--- config.mk ---
export PLATFORM = sky130hd
export DESIGN_NAME = hilo_muldiv_unit
export DESIGN_NICKNAME = d
export VERILOG_FILES = /design/src/rtl/hilo_muldiv_unit_pkg.sv /design/src/rtl/hilo_muldiv_unit_div_radix2.sv /design/src/rtl/hilo_muldiv_unit.sv
export SDC_FILE = /design/constraint.sdc
export NUM_CORES = 2
export LEC_CHECK = 0
export CAP_MARGIN = 15
export CORE_MARGIN = 2
export CORE_UTILIZATION = 55
export DETAILED_ROUTE_END_ITERATION = 10
export PLACE_DENSITY = 0.68
export REMOVE_ABC_BUFFERS = 1
export SETUP_SLACK_MARGIN = 0.2
export SLEW_MARGIN = 40
export SYNTH_ARGS = -nofsm -noshare
export SYNTH_HDL_FRONTEND = slang
export SYNTH_HIERARCHICAL = 1
export SYNTH_SLANG_ARGS = --single-unit
--- constraint.sdc ---
create_clock -name clk -period 22.2 [get_ports clk]
set_input_delay 3.33 -clock clk [delete_from_list [all_inputs] [get_ports clk]]
set_output_delay 3.33 -clock clk [all_outputs]
set_load 0.01 [all_outputs]
--- src/rtl/hilo_muldiv_unit_pkg.sv ---
// Shared encodings and op-class helpers for the HI/LO multiply/divide unit.
package hilo_muldiv_unit_pkg;

   typedef enum logic [2:0] {
      HILO_OP_NONE  = 3'd0,
      HILO_OP_MULT  = 3'd1,
      HILO_OP_MULTU = 3'd2,
      HILO_OP_DIV   = 3'd3,
      HILO_OP_DIVU  = 3'd4,
      HILO_OP_MTHI  = 3'd5,
      HILO_OP_MTLO  = 3'd6
   } hilo_op_e;

   typedef enum logic [1:0] {
      ST_IDLE = 2'd0,
      ST_MUL  = 2'd1,
      ST_DIV  = 2'd2,
      ST_DONE = 2'd3
   } hilo_state_e;

   function automatic logic is_mul_op(input logic [2:0] op);
      return (op == HILO_OP_MULT) || (op == HILO_OP_MULTU);
   endfunction

   function automatic logic is_div_op(input logic [2:0] op);
      return (op == HILO_OP_DIV) || (op == HILO_OP_DIVU);
   endfunction

endpackage

--- src/rtl/hilo_muldiv_unit_div_radix2.sv ---
// Iterative restoring radix-2 divider: one quotient bit per cycle on operand
// magnitudes, with sign and divide-by-zero fix-up applied on the outputs.
module hilo_muldiv_unit_div_radix2 #(
   parameter int DATA_W = 32
) (
   input  logic              clk,
   input  logic              rst,
   input  logic              start,
   input  logic              abort,
   input  logic              signed_en,
   input  logic [DATA_W-1:0] dividend,
   input  logic [DATA_W-1:0] divisor,
   output logic [DATA_W-1:0] quotient,
   output logic [DATA_W-1:0] remainder,
   output logic              done
);
   localparam int CNT_W = $clog2(DATA_W + 1);

   logic              busy;
   logic [CNT_W-1:0]  cnt;
   logic [DATA_W-1:0] quo, rem, den, dividend_q;
   logic              q_neg, r_neg, den_zero;
   logic [DATA_W-1:0] a_mag, b_mag, diff;
   logic [DATA_W:0]   shifted;

   assign a_mag   = (signed_en && dividend[DATA_W-1]) ? -dividend : dividend;
   assign b_mag   = (signed_en && divisor[DATA_W-1])  ? -divisor  : divisor;
   assign shifted = {rem, quo[DATA_W-1]};
   // Only consumed when shifted >= den, so the result always fits DATA_W bits.
   assign diff    = shifted[DATA_W-1:0] - den;
   assign done    = busy && (cnt == CNT_W'(1));

   always_ff @(posedge clk) begin
      if (rst) begin
         busy       <= 1'b0;
         cnt        <= '0;
         quo        <= '0;
         rem        <= '0;
         den        <= '0;
         dividend_q <= '0;
         q_neg      <= 1'b0;
         r_neg      <= 1'b0;
         den_zero   <= 1'b0;
      end else if (abort) begin
         busy <= 1'b0;
         cnt  <= '0;
      end else if (start) begin
         busy       <= 1'b1;
         cnt        <= CNT_W'(DATA_W);
         quo        <= a_mag;
         rem        <= '0;
         den        <= b_mag;
         dividend_q <= dividend;
         q_neg      <= signed_en && (dividend[DATA_W-1] ^ divisor[DATA_W-1]);
         r_neg      <= signed_en && dividend[DATA_W-1];
         den_zero   <= (divisor == '0);
      end else if (busy) begin
         if (shifted >= {1'b0, den}) begin
            rem <= diff;
            quo <= {quo[DATA_W-2:0], 1'b1};
         end else begin
            rem <= shifted[DATA_W-1:0];
            quo <= {quo[DATA_W-2:0], 1'b0};
         end
         cnt <= cnt - CNT_W'(1);
         if (cnt == CNT_W'(1)) busy <= 1'b0;
      end
   end

   // MIN / -1 needs no special case: the negated magnitude wraps back to MIN.
   assign quotient  = den_zero ? '1 : (q_neg ? -quo : quo);
   assign remainder = den_zero ? dividend_q : (r_neg ? -rem : rem);

endmodule

--- src/rtl/hilo_muldiv_unit.sv ---
// HI/LO register pair with a pipelined multiplier and an iterative divider;
// stalls the pipeline while a multiply or divide result is pending.
//
// state   | meaning
// IDLE    | accepts start_i; MTHI/MTLO write here, mul/div launch here
// MUL     | product travelling down the MUL_STAGES-deep pipeline
// DIV     | divider iterating, one quotient bit per cycle
// DONE    | result ready, stall released, {HI,LO} written at end of cycle
module hilo_muldiv_unit
   import hilo_muldiv_unit_pkg::*;
#(
   parameter int DATA_W     = 32,
   parameter int MUL_STAGES = 2
) (
   input  logic              clk,
   input  logic              rst,
   input  logic              flush,
   input  logic              start_i,
   input  logic [2:0]        op_i,
   input  logic [DATA_W-1:0] src_a,
   input  logic [DATA_W-1:0] src_b,
   output logic              stall_o,
   output logic [DATA_W-1:0] hi_o,
   output logic [DATA_W-1:0] lo_o,
   output logic              div0_o
);
   hilo_state_e         state;
   logic [2:0]          mul_cnt;
   logic                mul_q;
   logic                div0_q;
   logic                start_ok, accept_mul, accept_div;
   logic                sx_a, sx_b;
   logic [2*DATA_W-1:0] ext_a, ext_b, product;
   logic [2*DATA_W-1:0] mul_pipe [MUL_STAGES];
   logic [DATA_W-1:0]   div_q, div_r;
   logic                div_done;

   assign start_ok   = !rst && !flush && (state == ST_IDLE) && start_i;
   assign accept_mul = start_ok && is_mul_op(op_i);
   assign accept_div = start_ok && is_div_op(op_i);
   assign stall_o    = !rst && !flush &&
                       (accept_mul || accept_div || state == ST_MUL || state == ST_DIV);

   // Sign-extending to 2*DATA_W makes the low half of one multiplier exact for both signednesses.
   assign sx_a    = (op_i == HILO_OP_MULT) && src_a[DATA_W-1];
   assign sx_b    = (op_i == HILO_OP_MULT) && src_b[DATA_W-1];
   assign ext_a   = {{DATA_W{sx_a}}, src_a};
   assign ext_b   = {{DATA_W{sx_b}}, src_b};
   assign product = ext_a * ext_b;

   always_ff @(posedge clk) begin
      if (rst) begin
         for (int i = 0; i < MUL_STAGES; i++) mul_pipe[i] <= '0;
      end else begin
         if (accept_mul) mul_pipe[0] <= product;
         for (int i = 1; i < MUL_STAGES; i++) mul_pipe[i] <= mul_pipe[i-1];
      end
   end

   hilo_muldiv_unit_div_radix2 #(.DATA_W(DATA_W)) u_div (
      .clk       (clk),
      .rst       (rst),
      .start     (accept_div),
      .abort     (flush),
      .signed_en (op_i == HILO_OP_DIV),
      .dividend  (src_a),
      .divisor   (src_b),
      .quotient  (div_q),
      .remainder (div_r),
      .done      (div_done)
   );

   always_ff @(posedge clk) begin
      if (rst) begin
         state   <= ST_IDLE;
         hi_o    <= '0;
         lo_o    <= '0;
         div0_o  <= 1'b0;
         mul_cnt <= '0;
         mul_q   <= 1'b0;
         div0_q  <= 1'b0;
      end else if (flush) begin
         state   <= ST_IDLE;
         div0_o  <= 1'b0;
         mul_cnt <= '0;
      end else begin
         div0_o <= 1'b0;
         case (state)
            ST_IDLE: begin
               if (start_i) begin
                  case (op_i)
                     HILO_OP_MTHI: hi_o <= src_a;
                     HILO_OP_MTLO: lo_o <= src_a;
                     HILO_OP_MULT, HILO_OP_MULTU: begin
                        mul_q   <= 1'b1;
                        mul_cnt <= 3'(MUL_STAGES - 1);
                        state   <= (MUL_STAGES == 1) ? ST_DONE : ST_MUL;
                     end
                     HILO_OP_DIV, HILO_OP_DIVU: begin
                        mul_q  <= 1'b0;
                        div0_q <= (src_b == '0);
                        state  <= ST_DIV;
                     end
                     default: ;
                  endcase
               end
            end
            ST_MUL: begin
               if (mul_cnt == 3'd1) begin
                  state   <= ST_DONE;
                  mul_cnt <= '0;
               end else begin
                  mul_cnt <= mul_cnt - 3'd1;
               end
            end
            ST_DIV: begin
               if (div_done) begin
                  state  <= ST_DONE;
                  div0_o <= div0_q;
               end
            end
            ST_DONE: begin
               state <= ST_IDLE;
               if (mul_q) begin
                  {hi_o, lo_o} <= mul_pipe[MUL_STAGES-1];
               end else begin
                  hi_o <= div_r;
                  lo_o <= div_q;
               end
            end
            default: state <= ST_IDLE;
         endcase
      end
   end

endmodule

* Word-level counts from Yosys, hierarchy flattened
Memories as Yosys holds them, arrays and structs flattened. Cells that the tools add are included.
Operators by class: multiply operators 1, $lt $le $gt $ge 1, eq/ne operators 18, reductions and logical operators 38, mux-type cells 43, $add $sub $neg 7, bitwise logic cells 6
Operator list (number):
- $mux W32 | 17
- $mux W64 | 2
- $neg A32 Y32 | 4
- $pmux W32 S2 | 2
- $mul A33 B33 Y64 | 1
- $ge A33 B32 Y1 | 1
- $logic_not A32 Y1 | 1
- $sub A32 B32 Y32 | 1
- $reduce_and A4 Y1 | 5
- $logic_and A1 B1 Y1 | 12
- $mux W6 | 2
- $mux W1 | 10
- $eq A3 B3 Y1 const B | 3
- $mux W3 | 3
- $ne A2 B1 Y1 const B | 4
- $pmux W2 S4 | 1
- $reduce_bool A2 Y1 | 4
- $eq A3 B1 Y1 const B | 2
- $eq A3 B2 Y1 const B | 2
- $eq A6 B1 Y1 const B | 1
- $mux W2 | 3
- $pmux W3 S2 | 1
- $reduce_or A2 Y1 | 3
- $sub A6 B1 Y6 const B | 1
- other kinds (17) | 28
Word-level totals: bits in writable memories 128, memories 1, input port bits 71, bits in registers 210
Memories:
- mul_pipe | words 2, bits a word 64, rd ports 2, clocked after Yosys merged registers in 0, wr ports 2, RTL line hilo_muldiv_unit.sv:34 | logic [2*DATA_W-1:0] mul_pipe [MUL_STAGES];

* Longest topological paths before layout
word-level depth 9, gate-level depth with buffers 33, gate-level depth less buffers 29

* Hierarchy
The synthesis kept the hierarchy.
By module, submodules not included:
- hilo_muldiv_unit | times used 1, area each 46515.9 µm², seq. area each 5285.1 µm², cells an instance 5000
- hilo_muldiv_unit_div_radix2 | times used 1, area each 10137.2 µm², seq. area each 2762.6 µm², cells an instance 1398

* Worst setup path after synthesis
OpenSTA, ideal clock, no wires.
path type input to register, start point input op_i[2], end point memory mul_pipe[0][62] (netlist name), data pin, data arrival time 12094 ps, stages on the path 30, setup slack 9846 ps, cell sequence clkbuf_1 nor3b_1 and2_0 clkbuf_1 clkbuf_1 nand2_1 inv_1 fa_1 fa_1 fa_1 inv_1 fa_1 inv_1 fa_1 fa_1 inv_1 fa_1 fa_1 inv_1 ha_1 clkbuf_1 o21ai_0 nand2b_1 o21a_1 a21oi_1 or4b_2 a211oi_1 nor2_1 a31oi_1 mux2_2
RTL lines:
- start, declared | RTL line hilo_muldiv_unit.sv:19 | input logic [2:0] op_i,
- end, declared | RTL line hilo_muldiv_unit.sv:34

==> flow_metrics.py <==
metrics = {
    "final_layout": {
        "fin_util": 0.591,
        "fillers": 9140,
        "multi_input_area_mm2": 0.0429,
        "finalNetCount": 7776,
        "seqCellArea_mm2": 0.00806,
        "layout-drive-gt1-share": 0.0392,
        "syn_to_final_growth_pct": 6.36,
    },
    "yosys": {
        "synth_area_leaders": "fa_1 40%, inv_1 8.0%, dfxtp_1 7.4%, edfxtp_1 6.8%, nand2_1 6.7%",
        "seq_area_frac_synth": 0.142,
        "yosysMostFrequentCell": "inv_1",
        "synth_seq_cells": 338,
        "yosys_warnings": 6,
        "syn_area_mm2": 0.0567,
        "synth_top_area_cell": "fa_1",
        "synthCells": 6398,
        "synth_edf_count": 128,
        "ys_async_sr_fraction": 0,
        "synth_commonest_cells": "1202 x inv_1, 1126 x fa_1, 1016 x nand2_1",
        "ys_types": 85,
        "yosys.area.top_type_share": 0.398,
        "synth_ff_type": "dfxtp_1",
        "avgSynthCellArea_um2": 8.85,
    },
    "worst_setup_path": {
        "path_max_fanout": 19,
        "critPathLaunchType": "input port",
        "crit_path_end_kind": "flop",
        "path_class": "input port to flop",
        "cp.arrival_ns": 13.11,
        "cp_data_required_time_ns": 22.49,
    },
    "placement": {
        "portBuffers": 136,
        "gp_congestion": 0.918,
        "hpwl_mm": 119,
    },
    "clock_network": {
        "numCtsBuffers": 37,
        "tritoncts": "built",
        "path_clk_slew_ns": 0.06,
        "clk_latency_ns": 0.54,
        "cts_max_level": 2,
        "cts.root.buffer_cell": "clkbuf_16",
        "cts_resized": 0,
        "cts_sinks": 338,
        "postCtsHoldBufs": 0,
        "postCtsSetupRepairBufs": 0,
        "clockBufferDepth": 3,
    },
    "floorplanning": {
        "num_io_pins": 137,
        "rows": 117,
        "coreArea_mm2": 0.102,
        "die_h_um": 325,
        "initial_core_util": 0.555,
        "die_x_um": 325,
        "die_area_mm2": 0.106,
    },
    "drt": {
        "num_vias": 43744,
        "dr.pass1.iters": 6,
        "ant_nets": 0,
        "initialDrtViolationCount": 3865,
        "wl_per_cell_um": 20.7,
        "wirelength_mm": 160,
        "drc": 0,
        "viasPerCell": 5.67,
    },
    "grt": {
        "grt-busiest-layer": "met2",
        "grt_max_degree": 95,
        "grt_pass1_vias": 45550,
        "met2_usage": 0.516,
        "grtUsageTotal": 0.309,
        "grt-ovfl-total": 0,
        "grt_pass1_wl_mm": 256,
        "grt_use_met1": 0.418,
        "use_met3": 0.0473,
        "antenna_found_initial": 8,
    },
    "sta": {
        "period_share": 0.577,
        "setup_viol": 0,
        "worst_pin_slew_ns": 0.819,
        "drv_slew": 0,
        "tns_ns": 0,
        "clock.fmax_mhz": 78.0,
        "max_slew_margin": 0.454,
        "finalHoldViolCount": 0,
        "period_minus_slack_ns": 12.82,
        "skew_ns": 0.0297,
        "rsz0062_at_grt": "no",
    },
    "outcome": {
        "status": "finished clean",
    },
    "flow_run": {
        "maxCapViolCount": 0,
    },
    "min_path": {
        "hold_class": "flop to flop",
    },
}
-- placed cells by master, fill, tap and decap left out, types with 81 or more instances in the layout --
| master | count |
|---|---|
| nand2_1 | 1015 |
| o21ai_0 | 157 |
| buf_4 | 81 |
| a21oi_1 | 262 |
| xor2_1 | 111 |
| edfxtp_1 | 128 |
| nor2b_1 | 84 |
| a211oi_1 | 111 |
| mux2i_1 | 84 |
| and2_1 | 318 |
| fa_1 | 1125 |
| clkdlybuf4s50_1 | 81 |
| xnor2_1 | 106 |
| inv_1 | 1202 |
| ha_1 | 255 |
| nor2_1 | 327 |
| dfxtp_1 | 207 |
-- logic make-up after synthesis --
kind of cell / share of synthesized area
muxes: 0.0157
DFF: 0.142
AOI/OAI and AO/OA: 0.0846
adders and majority gates: 0.454
and+or+nand+nor: 0.164
xor gates and xnor gates: 0.0335
other: 0.0000662
buffers and inverters: 0.106
-- worst max-delay path, stage by stage --
cell,delay [ns]
clkdlybuf4s50_1,0.55
nor3b_2,0.23
buf_4,0.34
and2_1,0.70
nand2_1,0.19
inv_1,0.16
fa_1,0.49
fa_1,0.56
fa_1,0.51
inv_1,0.25
fa_2,0.93
inv_1,0.21
fa_1,0.50
fa_1,0.55
inv_1,0.05
fa_1,0.45
fa_1,0.49
inv_1,0.05
ha_1,0.37
o21ai_0,0.20
nand2b_1,0.11
o21a_1,0.13
a21oi_1,0.18
or4b_2,0.61
a211oi_1,0.21
nor2_1,0.11
a31oi_1,0.22
mux2_2,0.35
-- worst paths after layout --
check	start	cells after the start	end	slack (ns)
max	op_i[2]	28	mul_pipe[0][62]	9.38
min	u_div/den[17]	2	u_div/den[17]	0.45
min reg2reg	u_div/den[17]	2	u_div/den[17]	0.45
max reg2reg	u_div/rem[14]	10	u_div/rem[30]	18.21
-- area by class of cell --
class | count | area share
Clock inverter | 19 | 0.00467
Inverter | 1202 | 0.0749
Clock buffer | 48 | 0.0174
Timing Repair Buffer | 215 | 0.0288
Tap cell | 1368 | 0.0284
Sequential cell | 338 | 0.134
Antenna cell | 2 | 0.0000831
Multi-Input combinational cell | 4529 | 0.712
-- registers in the layout, indices dropped and copies added (netlist names) --
register	count
u_div/quo	32
u_div/r_neg	1
mul_q	1
u_div/busy	1
div0_o	1
mul_pipe	128
lo_o	32
hi_o	32
state	2
u_div/den_zero	1
u_div/rem	32
div0_q	1
u_div/dividend_q	32
u_div/cnt	6
u_div/den	32
u_div/q_neg	1
mul_cnt	3
-- through the flow --
stage                     setup WS [ns]  area, µm²  cells  hold WS [ns]
after detailed placement           8.57      58900   7652         0.446
after CTS                          9.12      60200   7719         0.453
after floorplan                    9.84      55400   6069         0.418
final                              9.38      60300   7721         0.455
after global routing               8.94      60300   7719         0.473
after global placement             8.61      58900   7651         0.441
-- metal layers --
layer	vias to the layer above	routed length [µm]
met5	-	26
met2	1728	75500
li1	19398	-
met1	22280	66200
met3	334	12800
met4	4	5510
Power is not shown: default switching activity piles up to over one toggle a cycle in this logic, so the estimate is an artifact.
